<file path="src/rtl/spi_cmd_sequencer_pkg.sv">
// Shared opcodes, command-word field positions and FSM state encoding for spi_cmd_sequencer.
package spi_cmd_sequencer_pkg;

  localparam int OP_MSB   = 15;
  localparam int OP_LSB   = 12;
  localparam int BYTE_MSB = 7;

  localparam logic [3:0] OP_CS_ASSERT   = 4'h1;
  localparam logic [3:0] OP_CS_DEASSERT = 4'h2;
  localparam logic [3:0] OP_XFER        = 4'h3;
  localparam logic [3:0] OP_XFER_NR     = 4'h4;
  localparam logic [3:0] OP_DELAY       = 4'h5;

  typedef enum logic [2:0] {
    ST_IDLE       = 3'd0,
    ST_DECODE     = 3'd1,
    ST_GO         = 3'd2,
    ST_WAIT_START = 3'd3,
    ST_WAIT_DONE  = 3'd4,
    ST_PUSH       = 3'd5,
    ST_DELAY      = 3'd6
  } state_t;

  function automatic logic [3:0] cmd_opcode(input logic [15:0] word);
    return word[OP_MSB:OP_LSB];
  endfunction

endpackage

</file>
<file path="src/rtl/spi_cmd_delay.sv">
// Loadable down-counter with a zero flag; stops at zero. Used for DELAY dwell and the watchdog.
module spi_cmd_delay #(
  parameter int WIDTH = 12
) (
  input  logic             clock,
  input  logic             rst_n,
  input  logic             load,
  input  logic [WIDTH-1:0] load_value,
  input  logic             dec,
  output logic             zero
);

  logic [WIDTH-1:0] count_reg;

  always_ff @(posedge clock or negedge rst_n) begin
    if (!rst_n) begin
      count_reg <= '0;
    end else if (load) begin
      count_reg <= load_value;
    end else if (dec && (count_reg != '0)) begin
      count_reg <= count_reg - 1'b1;
    end
  end

  assign zero = (count_reg == '0);

endmodule

</file>
<file path="src/rtl/spi_cmd_sequencer.sv">
// Command FIFO -> SPI master sequencer: CS control, byte transfers with optional result push, delays.
// Optional watchdog on the SPI/push wait states is enabled with `define SPI_CMD_TIMEOUT_EN.
module spi_cmd_sequencer
  import spi_cmd_sequencer_pkg::*;
#(
  parameter int   FIFO_WIDTH     = 16,
  parameter logic CS_IDLE        = 1'b1,
  parameter int   DELAY_WIDTH    = 12,
  parameter int   TIMEOUT_CYCLES = 1023
) (
  input  logic                  clock,
  input  logic                  rst_n,
  input  logic                  enable,
  input  logic                  abort,
  input  logic                  cmd_nempty,
  input  logic [FIFO_WIDTH-1:0] cmd_data,
  output logic                  cmd_pop,
  input  logic                  res_full,
  output logic                  res_shift,
  output logic [FIFO_WIDTH-1:0] res_data,
  output logic                  spi_go,
  output logic [7:0]            spi_data_o,
  input  logic                  spi_state,
  input  logic [7:0]            spi_data_i,
  output logic                  cs_out,
  output logic                  busy,
  output logic [15:0]           xfer_count,
  output logic                  timeout_err
);

  state_t                state_reg;
  state_t                state_next;
  logic [FIFO_WIDTH-1:0] cmd_reg;
  logic [3:0]            opcode;
  logic                  fetch;
  logic                  byte_done;
  logic                  delay_zero;
  logic                  timeout_hit;

  assign opcode = cmd_opcode(cmd_reg);
  // The !spi_state guard keeps a byte still shifting after an abort from overlapping a new go.
  assign fetch  = enable && cmd_nempty && !spi_state;
  assign byte_done = (state_reg == ST_WAIT_DONE) && !spi_state && !abort && !timeout_hit;

  always_ff @(posedge clock or negedge rst_n) begin
    if (!rst_n) begin
      state_reg <= ST_IDLE;
    end else begin
      state_reg <= state_next;
    end
  end

  always_comb begin
    state_next = state_reg;
    case (state_reg)
      ST_IDLE:       if (fetch) state_next = ST_DECODE;
      ST_DECODE: begin
        case (opcode)
          OP_XFER, OP_XFER_NR: state_next = ST_GO;
          OP_DELAY:            state_next = ST_DELAY;
          default:             state_next = ST_IDLE;
        endcase
      end
      ST_GO:         state_next = ST_WAIT_START;
      ST_WAIT_START: if (spi_state) state_next = ST_WAIT_DONE;
      ST_WAIT_DONE: begin
        if (!spi_state) state_next = (opcode == OP_XFER) ? ST_PUSH : ST_IDLE;
      end
      ST_PUSH:       if (!res_full) state_next = ST_IDLE;
      ST_DELAY:      if (delay_zero) state_next = ST_IDLE;
      default:       state_next = ST_IDLE;
    endcase
    if (abort || timeout_hit) state_next = ST_IDLE;
  end

  always_comb begin
    cmd_pop   = (state_reg == ST_IDLE) && fetch && !abort;
    spi_go    = (state_reg == ST_GO);
    res_shift = (state_reg == ST_PUSH) && !res_full && !abort && !timeout_hit;
    busy      = (state_reg != ST_IDLE);
  end

  always_ff @(posedge clock or negedge rst_n) begin
    if (!rst_n) begin
      cmd_reg    <= '0;
      cs_out     <= CS_IDLE;
      spi_data_o <= '0;
      res_data   <= '0;
      xfer_count <= '0;
    end else begin
      if (cmd_pop) cmd_reg <= cmd_data;
      if (abort || timeout_hit) begin
        cs_out <= CS_IDLE;
      end else if (state_reg == ST_DECODE) begin
        if (opcode == OP_CS_ASSERT)   cs_out <= ~CS_IDLE;
        if (opcode == OP_CS_DEASSERT) cs_out <= CS_IDLE;
      end
      if ((state_reg == ST_DECODE) && ((opcode == OP_XFER) || (opcode == OP_XFER_NR))) begin
        spi_data_o <= cmd_reg[BYTE_MSB:0];
      end
      if (byte_done) begin
        res_data   <= {{(FIFO_WIDTH-8){1'b0}}, spi_data_i};
        xfer_count <= xfer_count + 16'd1;
      end
    end
  end

  // Loaded with arg in DECODE, so DELAY dwells arg+1 cycles (counts arg..0).
  spi_cmd_delay #(.WIDTH(DELAY_WIDTH)) u_delay (
    .clock      (clock),
    .rst_n      (rst_n),
    .load       (state_reg == ST_DECODE),
    .load_value (cmd_reg[DELAY_WIDTH-1:0]),
    .dec        (state_reg == ST_DELAY),
    .zero       (delay_zero)
  );

`ifdef SPI_CMD_TIMEOUT_EN
  localparam int WD_WIDTH = $clog2(TIMEOUT_CYCLES + 1);

  logic in_watch;
  logic wd_zero;
  logic timeout_err_reg;

  assign in_watch = (state_reg == ST_WAIT_START) || (state_reg == ST_WAIT_DONE) ||
                    (state_reg == ST_PUSH);

  // Reloaded whenever outside the watched states; hits zero on cycle TIMEOUT_CYCLES+1 inside them.
  spi_cmd_delay #(.WIDTH(WD_WIDTH)) u_watchdog (
    .clock      (clock),
    .rst_n      (rst_n),
    .load       (!in_watch),
    .load_value (WD_WIDTH'(TIMEOUT_CYCLES)),
    .dec        (in_watch),
    .zero       (wd_zero)
  );

  assign timeout_hit = in_watch && wd_zero;

  always_ff @(posedge clock or negedge rst_n) begin
    if (!rst_n) begin
      timeout_err_reg <= 1'b0;
    end else if (timeout_hit) begin
      timeout_err_reg <= 1'b1;
    end
  end

  assign timeout_err = timeout_err_reg;
`else
  assign timeout_hit = 1'b0;
  assign timeout_err = 1'b0;
`endif

endmodule

</file>
<file path="config.mk">
export PLATFORM = sky130hd
export DESIGN_NAME = spi_cmd_sequencer
export DESIGN_NICKNAME = d
export VERILOG_FILES = /design/src/rtl/spi_cmd_sequencer_pkg.sv /design/src/rtl/spi_cmd_delay.sv /design/src/rtl/spi_cmd_sequencer.sv
export SDC_FILE = /design/constraint.sdc
export NUM_CORES = 1
export LEC_CHECK = 0
export ABC_CLOCK_PERIOD_IN_PS = 3600
export BUFFER_PORTS_ARGS = -buffer_cell sky130_fd_sc_hd__buf_4
export CORE_MARGIN = 2
export CORE_UTILIZATION = 57
export DETAILED_ROUTE_END_ITERATION = 8
export MAX_ROUTING_LAYER = met4
export PLACE_DENSITY = 0.85
export SLEW_MARGIN = 20
export SYNTH_ARGS = -nofsm -noshare
export SYNTH_HDL_FRONTEND = slang
export SYNTH_SLANG_ARGS = --single-unit
</file>
<file path="constraint.sdc">
create_clock -name clock -period 3.6 [get_ports clock]
set_clock_uncertainty 0.15 [all_clocks]
set_input_delay 0.72 -clock clock [delete_from_list [all_inputs] [get_ports clock]]
set_output_delay 0.72 -clock clock [all_outputs]
set_load 0.005 [all_outputs]
</file>
==> summary.txt, run 1 <==
Drt
  • Final WL: 6.84 mm
  • Met2 wire length: 3.22 mm
  • Via count: 2508
  • Drt drc: 0
  • Via density: 5.73
  • Detail Route Antenna Nets: 0
  • Drt wl/cell: 15.6 µm
  • Max layer used: met4
  • Drt pass-1 iters: 5
  • Metal1 wirelength: 3.13 mm
  • Initial DRC Count: 167
  • Routed length on met3: 381 µm

CTS
  • Clock Latency Late Sink: 0.34 ns
  • CTS tree: yes
  • Max Root-Sink Buffers: 2
  • Root Buffer: clkbuf_8
  • Clock slew seen by the registers of the worst setup and hold paths: 0.07 ns
  • Hold buffer count at CTS: 0
  • Post-CTS sizing: 0
  • CTS H-tree depth: 3
  • Clk sink count: 64
  • # Post-CTS Setup Buffers: 0
  • Cts bufs inserted: 9

Finish
  • Share of cells above drive strength 1: 31.3%
  • Final #Nets: 397
  • # diodes: 0
  • Non-filler cells, final: 438
  • Most frequent cells in the layout: buf_4 (69), dfrtp_1 (63), nand2_1 (45), mux2_2 (24), nor2_1 (15)
  • P&R area growth vs syn: 23.5%
  • Commonest non-fill, non-tap cell in the layout: buf_4

STA
  • Setup_tns: 0 ns
  • Tmin final: 2.60 ns
  • RSZ-0062 raised after global routing: false
  • Slew @ Worst Pin: 0.782 ns
  • Fmax: 385 MHz
  • Period utilization: 72.2%
  • Final Slew Violations: 0
  • Hold Vio Cnt, Final: 0
  • Setup-failing EPs final: 0
  • Worst rel slew slack: 47.9%

Synth
  • Asr flop ratio synth: 100%
  • Xor-xnor portion of the synthesized cell area: 4.19%
  • Synth area leader: dfrtp_1
  • Compound-cell area share of the yosys netlist: 8.94%
  • Post-synth EDFFs: 0
  • Yosys top cell area share: 50.3%
  • Post-synthesis adder-cell area fraction: 1.20%
  • Syn Std Cell Area: 0.00313 mm²
  • Simple-gate share of the synthesized area: 20.5%
  • Mapped Avg Cell Area: 10.7 µm²
  • YS warnings: 0
  • Seq/Total Area, Yosys: 51.1%
  • Flops & latches, synth: 64
  • Most used DFF post-synth: dfrtp_1
  • Largest family of logic cells by synthesized area: simple AND/OR/NAND/NOR gates
  • Synth cell types: 49
  • Post-Syn Instances: 293
  • Mux cell area share after synthesis: 9.62%
  • Synth area leaders: dfrtp_1 (50%), mux2_2 (8.6%), nand2_1 (5.4%), xnor2_1 (3.4%), buf_4 (2.2%)

Critical path
  • Setup CP Type: reg -> reg
  • Crit path max fanout: 12
  • CP Capture Type: register
  • CP Cell Sequence: inv_1 > ha_1 > or4b_1 > o31a_1 > nor3b_2 > mux2_1
  • Critical path data required time: 3.67 ns
  • Reg-to-reg critical path startpoint: u_delay.count_reg[0]
  • Critical path buffers and inverters: 1
  • CP peak stage delay: 0.54 ns
  • Reg2reg setup slack: 1.00 ns
  • Reg2Reg Depth: 6
  • Worst EP arrival: 2.67 ns
  • Delay-heaviest family, CP: simple AND/OR/NAND/NOR gates
  • Worst Setup Start Kind: register
  • End of the worst register-to-register path: state_reg[2]
  • Slowest stage cell, crit path: or4b_1

Place
  • Final Wtd Congestion: 0.888
  • DP Wirelength: 4.71 mm
  • IO buf count: 67
  • Dpl cells: 422

Die
  • Die ar.: 0.00611 mm²
  • Die width: 78.2 µm
  • Starting Density: 60.2%
  • Die Ht: 78.2 µm
  • Rows: 26
  • I/O pins: 77
  • Core box area: 0.00520 mm²

Power
  • Static leakage: 1.86 nW
  • PwrDens: 568 mW/mm²
  • Peak supply drop: 0.431 mV

Global route
  • First-pass GRT wire length: 11.4 mm
  • Congestion Overflow GR: 0
  • Largest net degree at the start of global routing: 65
  • Gr usage total: 24.5%
  • Number of global-route vias before repair: 2348
  • Initial antenna violation count: 0

Hold path
  • Worst min-delay path category: in -> async

Status
  • Status: finished clean

Job
  • Max cap viols: 0
-- how the worst max path moves through the flow --
stage,depth (start not counted),end,start
CTS,6,state_reg[2],u_delay.count_reg[0]
global route,6,state_reg[2],u_delay.count_reg[0]
floorplan,4,cmd_pop,abort
finish,6,state_reg[2],u_delay.count_reg[0]
global placement,6,cmd_pop,abort
detailed placement,6,state_reg[2],u_delay.count_reg[0]
-- per-layer routing --
metal | track usage [%] | vias up
met1 | 34.9 | 1243
li1 | - | 1170
met4 | 9.12 | 0
met2 | 34.5 | 84
met3 | 5.75 | 11
met5 | - | -
-- synth_stat cells, drive strengths merged (2+ instances only) --
master and number:
xor2 3, and3 4, nor4 3, a21oi 8
a31oi 2, nor3b 4, a221o 4, or3 2
nand3 9, xnor2 12, dfrtp 63, buf 13
nor2 15, ha 3, inv 6, o311ai 2
o31ai 4, mux2 25, o21ai 7, nand2 45
or3b 2, nor3 11, mux2i 2, or4b 2
nor2b 4, nand4 6, clkbuf 5, nand3b 4
o211ai 3, a31o 3, nand2b 2, or4 5
-- power by group --
part	leakage [nW]	internal, mW	total [mW]	switching [mW]
registers	0.826	0.865	1.02	0.155
logic	0.929	0.255	0.502	0.246
clock network	0.108	0.409	0.675	0.266
total	1.86	1.53	2.20	0.668
-- through the flow --
| step | setup slack, ns | hold slack [ns] | utilization, % | instance area (µm²) | total power, mW |
|---|---|---|---|---|---|
| 2_1_floorplan | 1.10 | 0.274 | - | 3160 | 1.33 |
| 3_3_place_gp | 1.07 | 0.312 | 70.3 | 3660 | 1.50 |
| 3_5_place_dp | 1.04 | 0.314 | 70.3 | 3660 | 1.52 |
| 4_1_cts | 1.03 | 0.334 | 74.4 | 3870 | 2.20 |
| 5_1_grt | 0.941 | 0.345 | 74.4 | 3870 | 2.32 |
| 6_report | 1.00 | 0.313 | 74.4 | 3870 | 2.20 |
-- logic make-up (layout without fill, tap and decap cells) --
| kind of cell | count (synthesis) | after routing |
|---|---|---|
| DFF | 64 | 64 |
| adders and majority gates | 3 | 3 |
| buffers and inverters | 24 | 91 |
| AOI/OAI and AO/OA | 37 | 37 |
| and+or+nand+nor | 122 | 122 |
| xor gates and xnor gates | 15 | 15 |
| muxes | 27 | 27 |
| other | 1 | 9 |
-- area by class of cell --
cell class,instances,area [µm²]
Timing Repair Buffer,69,518
Clock buffer,13,149
Clock inverter,3,65.1
Sequential cell,64,1600
Inverter,6,22.5
Fill cell,356,1330
Multi-Input combinational cell,213,1430
Tap cell,70,87.6
No activity file was read; power rests on OpenSTA's default activity.
==> run 2: changes to the inputs <==
--- a/config.mk
+++ b/config.mk
@@ -5,13 +5,13 @@
 export SDC_FILE = /design/constraint.sdc
 export NUM_CORES = 1
 export LEC_CHECK = 0
-export ABC_CLOCK_PERIOD_IN_PS = 3600
+export ABC_CLOCK_PERIOD_IN_PS = 2660
 export BUFFER_PORTS_ARGS = -buffer_cell sky130_fd_sc_hd__buf_4
 export CORE_MARGIN = 2
-export CORE_UTILIZATION = 57
+export CORE_UTILIZATION = 53
 export DETAILED_ROUTE_END_ITERATION = 8
 export MAX_ROUTING_LAYER = met4
-export PLACE_DENSITY = 0.85
+export PLACE_DENSITY = 0.8
 export SLEW_MARGIN = 20
 export SYNTH_ARGS = -nofsm -noshare
 export SYNTH_HDL_FRONTEND = slang
==> constraint.sdc (replaced) <==
create_clock -name clock -period 2.66 [get_ports clock]
set_clock_uncertainty 0.15 [all_clocks]
set_input_delay 0.532 -clock clock [delete_from_list [all_inputs] [get_ports clock]]
set_output_delay 0.532 -clock clock [all_outputs]
set_load 0.005 [all_outputs]
==> run 2 against run 1 <==
Clock power grew 22%. First-iteration DRC count is 1.2% lower. Final area is 0.52% higher. Sequential share of layout area decreased by 0.21 points. Sequential cell count stayed put. Count of clock-buffer cells in the layout down 2. Worst setup slack worse by 0.85 ns. Maximum frequency is 3.7% higher. Die area grew 7.1%. Highest routed layer unchanged.
==> summary.txt, run 2 (synthesized netlist as in run 1, its figures left out) <==
Finish
  • Filler cell count: 460
  • Share of cells above drive strength 1: 32.5%
  • Footprint of the multi-input gates: 0.00143 mm²
  • Sequential Area: 0.00160 mm²
  • P&R area growth vs syn: 24.2%
  • Core Util, Final: 66.9%
  • Final #Nets: 401
  • Most frequent cells in the layout: buf_4 (73), dfrtp_1 (63), nand2_1 (45), mux2_2 (24), nor2_1 (15)
  • Commonest non-fill, non-tap cell in the layout: buf_4
  • Non-filler cells, final: 447
  • # diodes: 0

Power
  • Sw Ratio: 31.1%
  • Internal: 1.98 mW
  • Peak supply drop: 0.470 mV
  • Clock Power Share: 28.6%
  • Logic pwr share: 23.7%
  • Static leakage: 1.87 nW
  • Sequential share of power: 47.7%
  • Psw: 0.896 mW
  • PwrDens: 739 mW/mm²

STA
  • Fmax: 399 MHz
  • Setup-failing EPs final: 0
  • Slew @ Worst Pin: 0.774 ns
  • Tmin final: 2.51 ns
  • Period utilization: 94.3%
  • Worst rel slew slack: 48.4%
  • Hold Vio Cnt, Final: 0
  • Setup_tns: 0 ns
  • Final worst setup slack: 0.152 ns
  • WHS: 0.111 ns
  • RSZ-0062 raised after global routing: false
  • Final Slew Violations: 0

Critical path
  • Setup CP Type: reg -> reg
  • Worst Setup Start Kind: register
  • Critical path data required time: 2.74 ns
  • CP Capture Type: register
  • Worst EP arrival: 2.58 ns
  • Crit path max fanout: 8

CTS
  • Root Buffer: clkbuf_8
  • Post-CTS sizing: 0
  • Cts bufs inserted: 9
  • Clk sink count: 64
  • CTS H-tree depth: 3
  • CTS tree: yes
  • Clock Latency Late Sink: 0.34 ns
  • Clock slew seen by the registers of the worst setup and hold paths: 0.07 ns
  • Max Root-Sink Buffers: 2
  • # Post-CTS Setup Buffers: 0
  • Hold buffer count at CTS: 0

Global route
  • First-pass GRT wire length: 10.8 mm
  • Initial antenna violation count: 0
  • Number of global-route vias before repair: 2232
  • Congestion Overflow GR: 0
  • Largest net degree at the start of global routing: 65
  • Gr usage total: 22.2%

Status
  • Status: finished clean

Die
  • Die width: 80.9 µm
  • Rows: 28
  • Core box area: 0.00582 mm²
  • Die ar.: 0.00654 mm²
  • Die Ht: 80.9 µm
  • Starting Density: 53.9%
  • I/O pins: 77

Hold path
  • Worst min-delay path category: in -> async

Drt
  • Drt pass-1 iters: 4
  • Drt wl/cell: 14.6 µm
  • Drt drc: 0
  • Via density: 5.47
  • Via count: 2443
  • Final WL: 6.53 mm
  • Detail Route Antenna Nets: 0
  • Initial DRC Count: 165

Place
  • DP Wirelength: 4.64 mm
  • Dpl cells: 431
  • Final Wtd Congestion: 0.874
  • Placement Setup Slack: 0.187 ns
  • IO buf count: 67

Job
  • Max cap viols: 0
==> run 2: changes by cell type in the layout (fill, tap and decap cells not counted), sizes merged <==
cell / previous run / this run
bufinv: 2 / 1
clkinv: 1 / 3
buf: 69 / 73
clkbuf: 13 / 11
clkinvlp: 0 / 1
==> run 2: power groups by stage <==
stage / combinational, mW / clock (mW) / sequential, mW
6_report: 0.681 / 0.824 / 1.37
5_1_grt: 0.768 / 0.888 / 1.40
4_1_cts: 0.685 / 0.832 / 1.37
3_5_place_dp: 0.682 / 0 / 1.38
3_3_place_gp: 0.659 / 0 / 1.37
2_1_floorplan: 0.473 / 0 / 1.33
==> run 2: worst paths after layout <==
check	start	endpoint	slack [ns]	depth (start not counted)
worst max register to register	u_delay.count_reg[0]	state_reg[2]	0.15	6
worst min register to register	xfer_count[15]	xfer_count[15]	0.33	1
min in group clock	spi_data_i[4]	res_data[4]	0.23	3
worst min-delay path	rst_n	xfer_count[7]	0.11	1
worst max-delay path	u_delay.count_reg[0]	state_reg[2]	0.15	6
max in group asynchronous	rst_n	u_delay.count_reg[6]	1.73	1
==> run 2: area by class of cell <==
cell class                 count  area share [%]
tap                           75            2.41
multi-input combinational    213            36.7
inverter                       6           0.579
clock buffer                  11            3.63
timing repair buffer          73            14.1
sequential                    64            41.2
clock inverter                 5            1.45
==> run 2: critical path, stage by stage (launching register included) <==
cell	delay [ns]
dfrtp_1	0.45
inv_1	0.14
ha_1	0.16
or4b_1	0.53
o31a_1	0.40
nor3b_2	0.23
mux2_1	0.33
==> run 2: stage by stage <==
stage / cell area, µm² / power [mW]
4_1_cts: 3890 / 2.88
3_3_place_gp: 3690 / 2.03
3_5_place_dp: 3690 / 2.06
5_1_grt: 3890 / 3.06
2_1_floorplan: 3160 / 1.80
6_report: 3890 / 2.88
==> run 2: per-layer routing <==
layer / global-route usage (%) / wire length [µm] / vias up
met5: - / 0 / -
met1: 30.8 / 3080 / 1181
li1: - / - / 1181
met3: 4.44 / 261 / 13
met4: 10.2 / 128 / 0
met2: 31.3 / 3060 / 68
==> run 3: changes to the inputs <==
--- a/config.mk
+++ b/config.mk
@@ -5,13 +5,13 @@
 export SDC_FILE = /design/constraint.sdc
 export NUM_CORES = 1
 export LEC_CHECK = 0
-export ABC_CLOCK_PERIOD_IN_PS = 2660
+export ABC_CLOCK_PERIOD_IN_PS = 3100
 export BUFFER_PORTS_ARGS = -buffer_cell sky130_fd_sc_hd__buf_4
 export CORE_MARGIN = 2
-export CORE_UTILIZATION = 53
+export CORE_UTILIZATION = 57
 export DETAILED_ROUTE_END_ITERATION = 8
 export MAX_ROUTING_LAYER = met4
-export PLACE_DENSITY = 0.8
+export PLACE_DENSITY = 0.84
 export SLEW_MARGIN = 20
 export SYNTH_ARGS = -nofsm -noshare
 export SYNTH_HDL_FRONTEND = slang
==> constraint.sdc (replaced) <==
create_clock -name clock -period 3.1 [get_ports clock]
set_clock_uncertainty 0.15 [all_clocks]
set_input_delay 0.62 -clock clock [delete_from_list [all_inputs] [get_ports clock]]
set_output_delay 0.62 -clock clock [all_outputs]
set_load 0.005 [all_outputs]
==> run 3 against run 2 <==
Sequential power fell by 14%. Largest power group unchanged. Non-clock buffer count fell by 3. Global-route usage increased by 2.6 points. Worst hold slack improved by 0.096 ns. Count of clock-buffer cells in the layout increased by 2. Power fell by 15%. Highest routed layer unchanged. Register-to-register slack gained 0.36 ns. Sequential cell count unchanged. Critical path depth unchanged. Final area fell by 1.2%. Sequential share of layout area rose by 0.48 points.
==> summary.txt, run 3 (synthesized netlist as in run 1, its figures left out) <==
STA
  • Slew @ Worst Pin: 0.781 ns
  • Fmax: 387 MHz
  • RSZ-0062 raised after global routing: false
  • Period utilization: 83.4%
  • Worst rel slew slack: 48.0%
  • Hold Vio Cnt, Final: 0
  • Setup-failing EPs final: 0
  • Tmin final: 2.59 ns
  • Final worst setup slack: 0.515 ns
  • Setup_tns: 0 ns
  • WHS: 0.206 ns
  • Final Slew Violations: 0

Finish
  • Share of cells above drive strength 1: 31.2%
  • Core Util, Final: 73.9%
  • Non-filler cells, final: 439
  • P&R area growth vs syn: 22.7%
  • # diodes: 0
  • Most frequent cells in the layout: buf_4 (70), dfrtp_1 (63), nand2_1 (45), mux2_2 (24), nor2_1 (15)
  • Commonest non-fill, non-tap cell in the layout: buf_4
  • Final #Nets: 398
  • Design area: 0.00385 mm²

CTS
  • Clock slew seen by the registers of the worst setup and hold paths: 0.07 ns
  • CTS tree: yes
  • Hold buffer count at CTS: 0
  • Clock Latency Late Sink: 0.34 ns
  • Cts bufs inserted: 9
  • Clk sink count: 64
  • CTS H-tree depth: 3
  • Post-CTS sizing: 0
  • # Post-CTS Setup Buffers: 0
  • Root Buffer: clkbuf_8
  • Max Root-Sink Buffers: 2

Global route
  • Largest net degree at the start of global routing: 65
  • Gr usage total: 24.8%
  • Initial antenna violation count: 0
  • First-pass GRT wire length: 11.4 mm
  • Congestion Overflow GR: 0
  • Number of global-route vias before repair: 2350

Critical path
  • Reg2Reg Depth: 6
  • Critical path data required time: 3.18 ns
  • CP Capture Type: register
  • Worst Setup Start Kind: register
  • End of the worst register-to-register path: state_reg[2]
  • Crit path max fanout: 12
  • Worst EP arrival: 2.66 ns
  • Reg-to-reg critical path startpoint: u_delay.count_reg[0]
  • Reg2reg setup slack: 0.51 ns
  • Setup CP Type: reg -> reg

Die
  • Starting Density: 60.2%
  • Die ar.: 0.00611 mm²
  • Core box area: 0.00520 mm²
  • I/O pins: 77
  • Rows: 26
  • Die Ht: 78.2 µm
  • Die width: 78.2 µm

Power
  • Static leakage: 1.85 nW
  • Clock Power Share: 27.7%
  • Peak supply drop: 0.453 mV
  • Sequential share of power: 48.1%
  • Power Total: 2.45 mW
  • Internal: 1.67 mW
  • Sw Ratio: 31.6%
  • PwrDens: 637 mW/mm²
  • Logic pwr share: 24.2%
  • Psw: 0.775 mW

Drt
  • Drt wl/cell: 15.1 µm
  • Via count: 2428
  • Via density: 5.53
  • Final WL: 6.64 mm
  • Initial DRC Count: 112
  • Detail Route Antenna Nets: 0
  • Drt drc: 0
  • Drt pass-1 iters: 4

Hold path
  • Worst min-delay path category: in -> async

Job
  • Max cap viols: 0

Place
  • Placement Setup Slack: 0.538 ns
  • DP Wirelength: 4.67 mm
  • IO buf count: 67
  • Final Wtd Congestion: 0.937
  • Dpl cells: 423
  • DP Area: 0.00366 mm²

Status
  • Status: finished clean
[run 3: layer usage]
| layer | GRT usage, % | routed length [µm] |
|---|---|---|
| met1 | 34.0 | 3030 |
| met2 | 35.3 | 3090 |
| met3 | 6.21 | 388 |
| met4 | 11.1 | 140 |
| met5 | - | 0 |
[run 3: area by class of cell]
class,instances,area [µm²]
sequential,64,1600
multi-input combinational,213,1430
fill,382,1360
timing repair buffer,70,526
clock buffer,13,139
tap,70,87.6
clock inverter,3,42.5
inverter,6,22.5
[run 3: power by group through the flow]
stage,Sequential [mW],Clock [mW],Combinational (mW)
floorplan,1.14,0,0.406
global placement,1.18,0,0.565
detailed placement,1.19,0,0.586
CTS,1.17,0.700,0.589
global route,1.21,0.747,0.656
finish,1.18,0.678,0.594
[run 3: critical path, stage by stage (launching register included)]
cell	delay, ns
dfrtp_1	0.43
inv_1	0.13
ha_1	0.17
or4b_1	0.54
o31a_1	0.47
nor3b_2	0.25
mux2_1	0.33
[run 3: worst max path at each step]
stage,cells after the start,endpoint,start,slack [ns]
2_1_floorplan,4,cmd_pop,abort,0.80
3_3_place_gp,6,state_reg[2],u_delay.count_reg[0],0.60
3_5_place_dp,6,state_reg[2],u_delay.count_reg[0],0.54
4_1_cts,6,state_reg[2],u_delay.count_reg[0],0.54
5_1_grt,6,state_reg[2],u_delay.count_reg[0],0.40
6_report,6,state_reg[2],u_delay.count_reg[0],0.51
